`src/rtl/inst_fetch_unit_pkg.sv`:
```
// Shared types, default address map and helpers for the instruction fetch unit.
package inst_fetch_unit_pkg;

  // Default address map of the text segment.
  localparam logic [31:0] DEF_RESET_PC   = 32'h0040_0000;
  localparam logic [31:0] DEF_TEXT_BASE  = 32'h0040_0000;
  localparam logic [31:0] DEF_TEXT_LIMIT = 32'h0040_1000;

  // Size of one instruction word in bytes.
  localparam logic [31:0] INSTR_BYTES = 32'd4;

  // Fetch controller states.
  typedef enum logic [0:0] {
    ST_FETCH = 1'b0,
    ST_FAULT = 1'b1
  } fetch_state_e;

  // One buffered fetch: the address it came from and the word read there.
  typedef struct packed {
    logic [31:0] pc;
    logic [31:0] instr;
  } fetch_entry_t;

  // An address cannot be fetched if it is not word aligned or lies outside [base, limit).
  function automatic logic addr_is_bad(
    input logic [31:0] addr,
    input logic [31:0] base,
    input logic [31:0] limit
  );
    logic misaligned;
    logic below;
    logic above;
    misaligned = (addr[1:0] != 2'b00);
    below      = (addr < base);
    above      = (addr >= limit);
    return misaligned | below | above;
  endfunction

endpackage

```
`src/rtl/inst_fetch_unit_skid_fifo.sv`:
```
// Two-entry FIFO of {pc, instr} pairs sitting between the memory port and decode.
// The head is always slot0, so the decode-facing outputs come straight from a register.
module inst_fetch_unit_skid_fifo
  import inst_fetch_unit_pkg::*;
(
  input  logic         clk,
  input  logic         rst,
  input  logic         flush,
  input  logic         push,
  input  logic         pop,
  input  fetch_entry_t push_data,
  output fetch_entry_t head,
  output logic [1:0]   count,
  output logic         full,
  output logic         empty
);

  fetch_entry_t slot0_r;
  fetch_entry_t slot1_r;
  fetch_entry_t slot0_nxt_s;
  fetch_entry_t slot1_nxt_s;
  logic [1:0]   count_r;
  logic [1:0]   count_nxt_s;
  logic         pop_ok_s;
  logic         push_ok_s;

  // Qualify requests: pop needs data, push needs room (a same-edge pop makes room).
  always_comb begin
    pop_ok_s  = pop && (count_r != 2'd0);
    push_ok_s = push && ((count_r != 2'd2) || pop_ok_s);
  end

  // Next slot contents and occupancy; flush discards everything including a same-edge pop.
  always_comb begin
    slot0_nxt_s = slot0_r;
    slot1_nxt_s = slot1_r;
    count_nxt_s = count_r;
    if (flush) begin
      count_nxt_s = 2'd0;
    end else begin
      case ({push_ok_s, pop_ok_s})
        2'b10: begin
          if (count_r == 2'd0) begin
            slot0_nxt_s = push_data;
          end else begin
            slot1_nxt_s = push_data;
          end
          count_nxt_s = count_r + 2'd1;
        end
        2'b01: begin
          slot0_nxt_s = slot1_r;
          count_nxt_s = count_r - 2'd1;
        end
        2'b11: begin
          if (count_r == 2'd1) begin
            slot0_nxt_s = push_data;
          end else begin
            slot0_nxt_s = slot1_r;
            slot1_nxt_s = push_data;
          end
          count_nxt_s = count_r;
        end
        default: begin
          count_nxt_s = count_r;
        end
      endcase
    end
  end

  // Slot and occupancy registers with synchronous reset.
  always_ff @(posedge clk) begin
    if (rst) begin
      slot0_r <= '0;
      slot1_r <= '0;
      count_r <= 2'd0;
    end else begin
      slot0_r <= slot0_nxt_s;
      slot1_r <= slot1_nxt_s;
      count_r <= count_nxt_s;
    end
  end

  assign head  = slot0_r;
  assign count = count_r;
  assign full  = (count_r == 2'd2);
  assign empty = (count_r == 2'd0);

endmodule

```
`src/rtl/inst_fetch_unit.sv`:
```
// Instruction fetch unit: owns the PC, drives the instruction memory port, buffers
// fetched words for decode and raises a fault on misaligned or out-of-text addresses.
module inst_fetch_unit
  import inst_fetch_unit_pkg::*;
#(
  parameter logic [31:0] RESET_PC   = DEF_RESET_PC,
  parameter logic [31:0] TEXT_BASE  = DEF_TEXT_BASE,
  parameter logic [31:0] TEXT_LIMIT = DEF_TEXT_LIMIT
) (
  input  logic        clk,
  input  logic        rst,
  output logic        mem_cs,
  output logic        mem_oe,
  output logic        mem_we,
  output logic [31:0] mem_addr,
  output logic [31:0] mem_din,
  input  logic [31:0] mem_dout,
  input  logic        redirect_valid,
  input  logic [31:0] redirect_pc,
  output logic        out_valid,
  input  logic        out_ready,
  output logic [31:0] out_instr,
  output logic [31:0] out_pc,
  output logic        fault,
  output logic [31:0] fault_pc
);

  logic [31:0]  pc_r;
  logic [31:0]  pc_nxt_s;
  fetch_state_e state_r;
  fetch_state_e state_nxt_s;

  logic         pc_bad_s;
  logic         issue_s;
  logic         pop_s;
  fetch_entry_t push_data_s;
  fetch_entry_t head_s;
  logic [1:0]   fifo_count_s;
  logic         fifo_full_s;
  logic         fifo_empty_s;

  // Range/alignment check of the current fetch address and the fetch/pop decisions.
  always_comb begin
    pc_bad_s = addr_is_bad(pc_r, TEXT_BASE, TEXT_LIMIT);
    issue_s  = (state_r == ST_FETCH) && !pc_bad_s && !fifo_full_s
               && !redirect_valid && !rst;
    pop_s    = !fifo_empty_s && out_ready;
    push_data_s.pc    = pc_r;
    push_data_s.instr = mem_dout;
  end

  // Next PC and FSM state: redirect wins, otherwise advance on issue or trap on a bad PC.
  always_comb begin
    pc_nxt_s    = pc_r;
    state_nxt_s = state_r;
    if (redirect_valid) begin
      pc_nxt_s    = redirect_pc;
      state_nxt_s = ST_FETCH;
    end else begin
      case (state_r)
        ST_FETCH: begin
          if (pc_bad_s) begin
            state_nxt_s = ST_FAULT;
          end else if (issue_s) begin
            pc_nxt_s = pc_r + INSTR_BYTES;
          end else begin
            pc_nxt_s = pc_r;
          end
        end
        ST_FAULT: begin
          state_nxt_s = ST_FAULT;
        end
        default: begin
          state_nxt_s = ST_FETCH;
        end
      endcase
    end
  end

  // PC and state registers; reset overrides redirect and handshake inputs.
  always_ff @(posedge clk) begin
    if (rst) begin
      pc_r    <= RESET_PC;
      state_r <= ST_FETCH;
    end else begin
      pc_r    <= pc_nxt_s;
      state_r <= state_nxt_s;
    end
  end

  inst_fetch_unit_skid_fifo u_fifo (
    .clk       (clk),
    .rst       (rst),
    .flush     (redirect_valid),
    .push      (issue_s),
    .pop       (pop_s),
    .push_data (push_data_s),
    .head      (head_s),
    .count     (fifo_count_s),
    .full      (fifo_full_s),
    .empty     (fifo_empty_s)
  );

  assign mem_cs    = issue_s;
  assign mem_oe    = issue_s;
  assign mem_we    = 1'b0;
  assign mem_addr  = pc_r;
  assign mem_din   = 32'h0000_0000;

  assign out_valid = !fifo_empty_s;
  assign out_instr = head_s.instr;
  assign out_pc    = head_s.pc;

  // The fault is only reported once every word fetched before it has been delivered.
  assign fault     = (state_r == ST_FAULT) && (fifo_count_s == 2'd0);
  assign fault_pc  = pc_r;

endmodule

```
`config.mk`:
```
export PLATFORM = sky130hd
export DESIGN_NAME = inst_fetch_unit
export DESIGN_NICKNAME = d
export VERILOG_FILES = /design/src/rtl/inst_fetch_unit_pkg.sv /design/src/rtl/inst_fetch_unit_skid_fifo.sv /design/src/rtl/inst_fetch_unit.sv
export SDC_FILE = /design/constraint.sdc
export NUM_CORES = 1
export LEC_CHECK = 0
export CAP_MARGIN = 5
export CELL_PAD_IN_SITES_DETAIL_PLACEMENT = 0
export CELL_PAD_IN_SITES_GLOBAL_PLACEMENT = 1
export CORE_ASPECT_RATIO = 1.1
export CORE_UTILIZATION = 38
export DETAILED_ROUTE_END_ITERATION = 16
export PLACE_DENSITY_LB_ADDON = 0.1
export SYNTH_ARGS = -nofsm -noshare
export SYNTH_HDL_FRONTEND = slang
export SYNTH_SLANG_ARGS = --single-unit
```
`constraint.sdc`:
```
create_clock -name clk -period 5.6 [get_ports clk]
set_input_delay 1.12 -clock clk [delete_from_list [all_inputs] [get_ports clk]]
set_output_delay 1.12 -clock clk [all_outputs]
set_load 0.005 [all_outputs]
```
* After elaboration in Yosys (flattened, before gate mapping)
Index checks and enable logic that the tools add are counted.
** Storage, ports and cells
- Bits in registers :: 163
- Input bits :: 68
- Output and inout bits :: 165
- Logic and storage cells :: 65
** Operators by class
- Add/sub/neg operators :: 3
- Magnitude comparators :: 2
- Equality and inequality tests :: 11
- Mux-type cells :: 13
- Bitwise operators :: 4
- Reductions and logical operators :: 25
** Operators with widths (number)
- 2-to-1 mux 64 bit :: 4
- case mux 64 bit (3 select lines) :: 1
- 2-to-1 mux 32 bit :: 4
- case mux 64 bit (2 select lines) :: 1
- adder 32 x 3 -> 32 bit, second input constant :: 1
- >= comparator 32 x 23 -> 1 bit, second input constant :: 1
- < comparator 32 x 23 -> 1 bit, second input constant :: 1
- != test 2 bit, second input constant :: 6
- nonzero test 2 bit :: 5
- logical AND 1 bit :: 8
- equality test 2 bit, second input constant :: 3
- AND reduction 3 bit :: 2
- logical NOT 1 bit :: 5
- equality test 2 x 1 -> 1 bit, second input constant :: 2
- case mux 2 bit (2 select lines) :: 1
- AND reduction 4 bit :: 1
- nonzero test 3 bit :: 1
- adder 2 x 1 -> 2 bit, second input constant :: 1
- logical NOT 2 bit :: 1
- NOT 1 bit :: 2
- OR 1 bit :: 2
- case mux 1 bit (2 select lines) :: 1
- OR reduction 2 bit :: 1
- subtractor 2 x 1 -> 2 bit, second input constant :: 1
- other kinds (2) :: 2

* Logic depth before layout (Yosys ltp)
Gate-level depths: netlist of run 1.
- Depth after elaboration :: 12
- Mapped depth :: 9
- Gate-level depth less buffers :: 8

* By module
From an unflattened synthesis of run 1, not the netlist that was laid out.
** Unflattened totals
- Cell total of the unflattened synthesis :: 907
- Area total of the unflattened synthesis :: 7293.2 µm²
** By module, submodules not included
- inst_fetch_unit_skid_fifo :: times used 1, cells an instance 658, area an instance 5159.9 µm²
- inst_fetch_unit :: times used 1, cells an instance 249, area an instance 2133.3 µm²

* Worst setup path before layout of run 1
No wires, ideal clock.
- Path type :: in2out
- From :: input port redirect_valid
- To :: output port mem_oe
- Data arrival time :: 2.041 ns
- Setup slack :: 2.439 ns
- Cell stages on the path :: 6
- Path buffers :: 2
- Cell sequence :: nor3_1 -> and4_4 -> nand2_2 -> buf_6 -> clkinv_1 -> buf_4
** On the way
- Longest elaborated chain between the ends :: 3
** RTL lines
- from (decl) :: RTL line inst_fetch_unit.sv:18 : input logic redirect_valid,
- logical NOT 1 bit :: RTL line inst_fetch_unit.sv:46 : && !redirect_valid && !rst;
- logical AND 1 bit (2 in a row) :: RTL line inst_fetch_unit.sv:46
- to (decl) :: RTL line inst_fetch_unit.sv:13 : output logic mem_oe,
Every way passes these cells.

* Worst setup path after layout of run 1
Ends and elaborated chain as after synthesis.

==> impl_metrics.json, run 1 <==
{
  "critical_path_class": "input port to primary output",
  "critical_path.startpoint": "redirect_valid",
  "stdcell_area_um2": 9988,
  "finalHoldViolCount": 0,
  "io-pin-count": 233,
  "cts-hold-fix-buffers": 0,
  "crit_path_cell_trace": "clkdlybuf4s50_1, buf_4, nor3_1, and4_4, nand2_2, clkinv_1, clkdlybuf4s50_1",
  "yosys_register_bits": 163,
  "cts.repair.resized": 0,
  "min_period_over_period_pct": 79.36,
  "total_negative_setup_slack_ps": 0,
  "synth_area_um2": 7636,
  "detail_route.drc_violations": 0,
  "die_h_um": 150.7,
  "worstSetupEndpoint": "mem_oe",
  "clock_skew_ps": 12.48,
  "design.final.nets": 1024,
  "top_cells_by_area_synth": "sky130_fd_sc_hd__dfxtp_1 43%, sky130_fd_sc_hd__nor2_1 6.9%, sky130_fd_sc_hd__buf_4 6.5%",
  "critPathMostFrequentCell": "sky130_fd_sc_hd__clkdlybuf4s50_1",
  "path_clk_slew_ps": 70,
  "numPortBuffers": 199,
  "grt_pass1_vias": 5773,
  "syn_avg_cell_area_um2": 9.416,
  "finalWorstPathRequiredPeriod_ps": 4444,
  "max_cap_violations": 0,
  "synth-edff-count": 0,
  "path_max_fanout": 23,
  "cts-htree-levels": 4,
  "cts-root-to-sink-buffers": 2,
  "regToRegEndpoint": "u_fifo.head[35]$_SDFFE_PP0P_",
  "place_area_um2": 9374,
  "viasPerCell": 4.926,
  "vias": 5990,
  "cts.root.buffer_cell": "sky130_fd_sc_hd__clkbuf_16",
  "worst_max_slew_pin_slew_ps": 1089,
  "design.die.area_um2": 20670,
  "ff2ff_path_depth": 9,
  "cts_inserted_buffers": 17,
  "most-common-layout-cells": "198 x sky130_fd_sc_hd__clkdlybuf4s50_1, 163 x sky130_fd_sc_hd__dfxtp_1, 141 x sky130_fd_sc_hd__nor2_1",
  "layout-drive-gt1-share_pct": 14.63,
  "synth.yosys.warnings": 0,
  "core_um2": 19800,
  "die_width_um": 137.2,
  "wl_per_cell_um": 15.59,
  "timing.critical_path.slowest_cell_delay_ps": 580,
  "area_growth_syn_to_layout_pct": 30.80,
  "timing.reg2reg.setup_slack_ps": 2590,
  "yosysTopAreaCell": "sky130_fd_sc_hd__dfxtp_1",
  "grt_first_pass_wirelength_um": 29420,
  "ant_nets": 0,
  "timing.critical_path.max_delay_family": "buffers and inverters",
  "synth.distinct_cells": 51,
  "grt_use_total_pct": 18.26,
  "final_max_slew_viol_count": 0,
  "crit_path_end_kind": "primary output",
  "totalPowerFinal_mw": 2.595,
  "max_ir_drop_vdd_v": 0.0001942,
  "dp_hpwl_um": 12460,
  "r2r_start": "u_fifo.count[0]$_SDFFE_PP0P_",
  "fin_worst_hold_slack_ps": 457.5,
  "setup-violations-final": 0,
  "slowest_stage": "sky130_fd_sc_hd__clkdlybuf4s50_1",
  "number_of_detailed_routing_iterations_run_before_antenna_repair": 5,
  "antenna-diode-count": 0,
  "globalRoute.totalOverflow": 0,
  "synth_sequential_area_ratio_pct": 42.73,
  "holdCritPathClass": "register to register",
  "timing.fmax_mhz": 225.0,
  "routed_wl_um": 18960,
  "post_cts.repair.setup_buffers": 0,
  "cts_tree": "done",
  "worst-path-stages": 7,
  "drt_iter0_drc": 211,
  "leak_nw": 3.756,
  "outcome": "complete, no violations",
  "antenna_found_initial": 0,
  "insertion_delay_ps": 430,
  "numClockSinks": 163,
  "yosysTopAreaCellShare_pct": 42.73,
  "global_placement_routability_congestion": 0.7489,
  "ys.flop_type": "sky130_fd_sc_hd__dfxtp_1",
  "layout_commonest_cell": "sky130_fd_sc_hd__clkdlybuf4s50_1",
  "cellPowerDensity_nw_per_um2": 259.8,
  "cp_data_arrival_time_ps": 3320,
  "grt_start_max_net_pins": 87,
  "slew_headroom_pct": 27.42,
  "crit_buf_inv": 4,
  "ys_async_sr_fraction_pct": 0,
  "floorplan.initialDensity_pct": 38.57,
  "cp_data_required_time_ps": 4480,
  "rsz0062_at_grt": "no",
  "fp-row-count": 54,
  "worst_setup_path_start_kind": "input port",
  "core_occupancy_in_the_finished_layout_pct": 50.46,
  "post_synth_inst_count": 811
}
flip-flops by register name, summed over array words and instances, names as in the netlist:
signal	count
fault_pc	32
u_fifo.count	2
u_fifo.head	64
u_fifo.slot1_r	64
state_r	1
layout make-up:
| class | instances | area (um^2) |
|---|---|---|
| Clock buffer | 17 | 425.4 |
| Multi-Input combinational cell | 508 | 3542 |
| Timing Repair Buffer | 208 | 2054 |
| Fill cell | 1826 | 9808 |
| Inverter | 53 | 198.9 |
| Clock inverter | 15 | 188.9 |
| Tap cell | 252 | 315.3 |
| Sequential cell | 163 | 3263 |
Yosys cell counts, drive strengths merged (9+ instances only):
library cell,instances
dfxtp,163
nor2,142
buf,92
inv,51
mux2i,47
o21ai,47
a211oi,43
mux2,42
a22o,36
clkbuf,27
and2,22
nand2,21
a21oi,9
metal layers:
metal	part of all wire (%)	global-route usage [%]
met1	45	21.91
met2	48	31.26
met3	5.7	5.219
met4	1.5	5.604
met5	0	0
through the flow:
| stage | std cells | setup slack [ps] |
|---|---|---|
| after global routing | 1216 | 1016 |
| after detailed placement | 1184 | 1162 |
| after floorplan | 843 | 2439 |
| after global placement | 1184 | 1192 |
| final | 1216 | 1156 |
| after CTS | 1216 | 1145 |
how the worst min path moves through the flow:
stage / from / to / cells past startpoint
2_1_floorplan: u_fifo.slot1_r[32]$_SDFFE_PP0P_ / u_fifo.slot1_r[32]$_SDFFE_PP0P_ / 1
3_3_place_gp: u_fifo.head[31]$_SDFFE_PP0P_ / u_fifo.head[31]$_SDFFE_PP0P_ / 2
3_5_place_dp: u_fifo.slot1_r[63]$_SDFFE_PP0P_ / u_fifo.slot1_r[63]$_SDFFE_PP0P_ / 1
4_1_cts: u_fifo.head[18]$_SDFFE_PP0P_ / u_fifo.head[18]$_SDFFE_PP0P_ / 2
5_1_grt: u_fifo.head[10]$_SDFFE_PP0P_ / u_fifo.head[10]$_SDFFE_PP0P_ / 2
6_report: u_fifo.head[18]$_SDFFE_PP0P_ / u_fifo.head[18]$_SDFFE_PP0P_ / 2
power breakdown:
part	internal (mW)	leakage [nW]	switching, mW
clock network	0.608	0.298	0.567
logic	0.121	2.14	0.0934
registers	1.17	1.32	0.0305
cell families after synthesis:
group | after synthesis | share of synthesized area (%)
AND/OR/NAND/NOR | 221 | 14.03
buffers and inverters | 172 | 12.80
flip-flops | 163 | 42.73
AO/OA/AOI/OAI | 155 | 16.65
multiplexers | 89 | 12.35
adder cells (fa/ha/maj) | 5 | 0.8193
XOR/XNOR | 5 | 0.5735
other | 1 | 0.04911
tightest hold or removal path, cell delays in order, from the launching register on:
cell and delay [ps]:
sky130_fd_sc_hd__dfxtp_1 310, sky130_fd_sc_hd__inv_1 60, sky130_fd_sc_hd__a211oi_2 50
Note: power is estimated with default switching activity, not from simulation.
==> run 2: changes to the inputs <==
CORE_UTILIZATION = 32   (was 38)
clock period = 3.66 ns   (was 5.6 ns; I/O delays follow)
==> impl_metrics.json, run 2 (same netlist as run 1, synthesis figures left out) <==
{
  "slew_headroom_pct": 49.11,
  "crit_path_end_kind": "primary output",
  "detailedPlace.worstSlack_ps": 484.8,
  "ant_nets": 0,
  "post_layout_nonfiller_instances": 1274,
  "cts-hold-fix-buffers": 0,
  "finalWorstPathRequiredPeriod_ps": 3210,
  "cp_data_arrival_time_ps": 2480,
  "leak_nw": 3.829,
  "finalHoldViolCount": 0,
  "cts.repair.resized": 0,
  "cts_tree": "done",
  "cp_data_required_time_ps": 2930,
  "design.final.nets": 1034,
  "rsz0062_at_grt": "no",
  "cts_inserted_buffers": 17,
  "final_max_slew_viol_count": 0,
  "holdCritPathClass": "register to register",
  "grt_first_pass_wirelength_um": 31460,
  "setup-violations-final": 0,
  "path_max_fanout": 7,
  "cts.root.buffer_cell": "sky130_fd_sc_hd__clkbuf_16",
  "total_negative_setup_slack_ps": 0,
  "worst_max_slew_pin_slew_ps": 763.3,
  "antenna-diode-count": 0,
  "detail_route.drc_violations": 0,
  "final.setup.worst_slack_ps": 450.4,
  "grt_pass1_vias": 5747,
  "timing.fmax_mhz": 311.6,
  "cts-root-to-sink-buffers": 2,
  "drt_iter0_drc": 192,
  "insertion_delay_ps": 430,
  "dp_hpwl_um": 12870,
  "clock_skew_ps": 15.04,
  "most-common-layout-cells": "198 x sky130_fd_sc_hd__clkdlybuf4s50_1, 163 x sky130_fd_sc_hd__dfxtp_1, 141 x sky130_fd_sc_hd__nor2_1",
  "die_h_um": 164.0,
  "number_of_detailed_routing_iterations_run_before_antenna_repair": 4,
  "grt_start_max_net_pins": 47,
  "grt_use_total_pct": 16.63,
  "placed_cells": 1241,
  "layout_commonest_cell": "sky130_fd_sc_hd__clkdlybuf4s50_1",
  "fin_worst_hold_slack_ps": 451.5,
  "critical_path_class": "register to primary output",
  "cts-htree-levels": 4,
  "numPortBuffers": 199,
  "viasPerCell": 4.629,
  "routed_wl_um": 20050,
  "worst_setup_path_start_kind": "register",
  "fp-row-count": 58,
  "die_width_um": 149.3,
  "io-pin-count": 233,
  "path_clk_slew_ps": 70,
  "wl_per_cell_um": 15.74,
  "outcome": "complete, no violations",
  "numClockSinks": 163,
  "vias": 5897,
  "global_placement_routability_congestion": 0.7616,
  "max_ir_drop_vdd_v": 0.0002665,
  "max_cap_violations": 0,
  "core_um2": 23150,
  "cellPowerDensity_nw_per_um2": 395.5,
  "antenna_found_initial": 1,
  "floorplan.initialDensity_pct": 32.99,
  "post_cts.repair.setup_buffers": 0,
  "layout-drive-gt1-share_pct": 15.50,
  "min_period_over_period_pct": 87.69,
  "globalRoute.totalOverflow": 0,
  "design.die.area_um2": 24490,
  "area_growth_syn_to_layout_pct": 33.39
}
-- run 2: report_power, final --
part	internal (mW)	switching, mW	total (mW)
logic	0.190	0.145	0.335
registers	1.80	0.0471	1.84
clock network	0.941	0.909	1.85
total	2.93	1.10	4.03
-- run 2: routing by layer --
layer  global-route usage (%)  vias to the layer above  wire (um)
met5                        0                        -          0
met4                    4.314                        0        144
met3                    4.944                        9       1268
met2                    26.64                      151       9251
met1                    21.67                     2766       9385
li1                         -                     2971          -
-- run 2: cell type report --
cell class / instances / area, um^2
clock buffers: 17 / 425.4
repair buffers: 218 / 2180
inverters: 53 / 198.9
clock inverters: 15 / 196.4
flip-flops and latches: 163 / 3263
fillers: 2313 / 12960
well taps: 300 / 375.4
multi-input cells: 508 / 3547
-- run 2: critical path, stage by stage, from the launching register on --
cell and delay, ps:
sky130_fd_sc_hd__dfxtp_1 390, sky130_fd_sc_hd__inv_1 80, sky130_fd_sc_hd__ha_1 290, sky130_fd_sc_hd__nor3_1 260, sky130_fd_sc_hd__and4_4 280, sky130_fd_sc_hd__nand2_2 60, sky130_fd_sc_hd__clkinv_1 120, sky130_fd_sc_hd__clkdlybuf4s50_1 560
-- run 2: worst paths after layout --
check	startpoint	end	slack, ps	depth (start not counted)
worst max-delay path	u_fifo.count[0]$_SDFFE_PP0P_	mem_cs	450	7
worst min-delay path	u_fifo.head[31]$_SDFFE_PP0P_	u_fifo.head[31]$_SDFFE_PP0P_	450	2
worst max register to register	u_fifo.count[0]$_SDFFE_PP0P_	u_fifo.head[31]$_SDFFE_PP0P_	970	8
worst min register to register	u_fifo.head[31]$_SDFFE_PP0P_	u_fifo.head[31]$_SDFFE_PP0P_	450	2
-- run 2: stage by stage --
| stage | cell area [um^2] | power, mW | util, % |
|---|---|---|---|
| after global routing | 10190 | 4.194 | 44.00 |
| after CTS | 10180 | 4.086 | 43.97 |
| after global placement | 9557 | 2.225 | 41.28 |
| after floorplan | 7756 | 2.052 | - |
| after detailed placement | 9557 | 2.223 | 41.28 |
| final | 10190 | 4.029 | 44.00 |
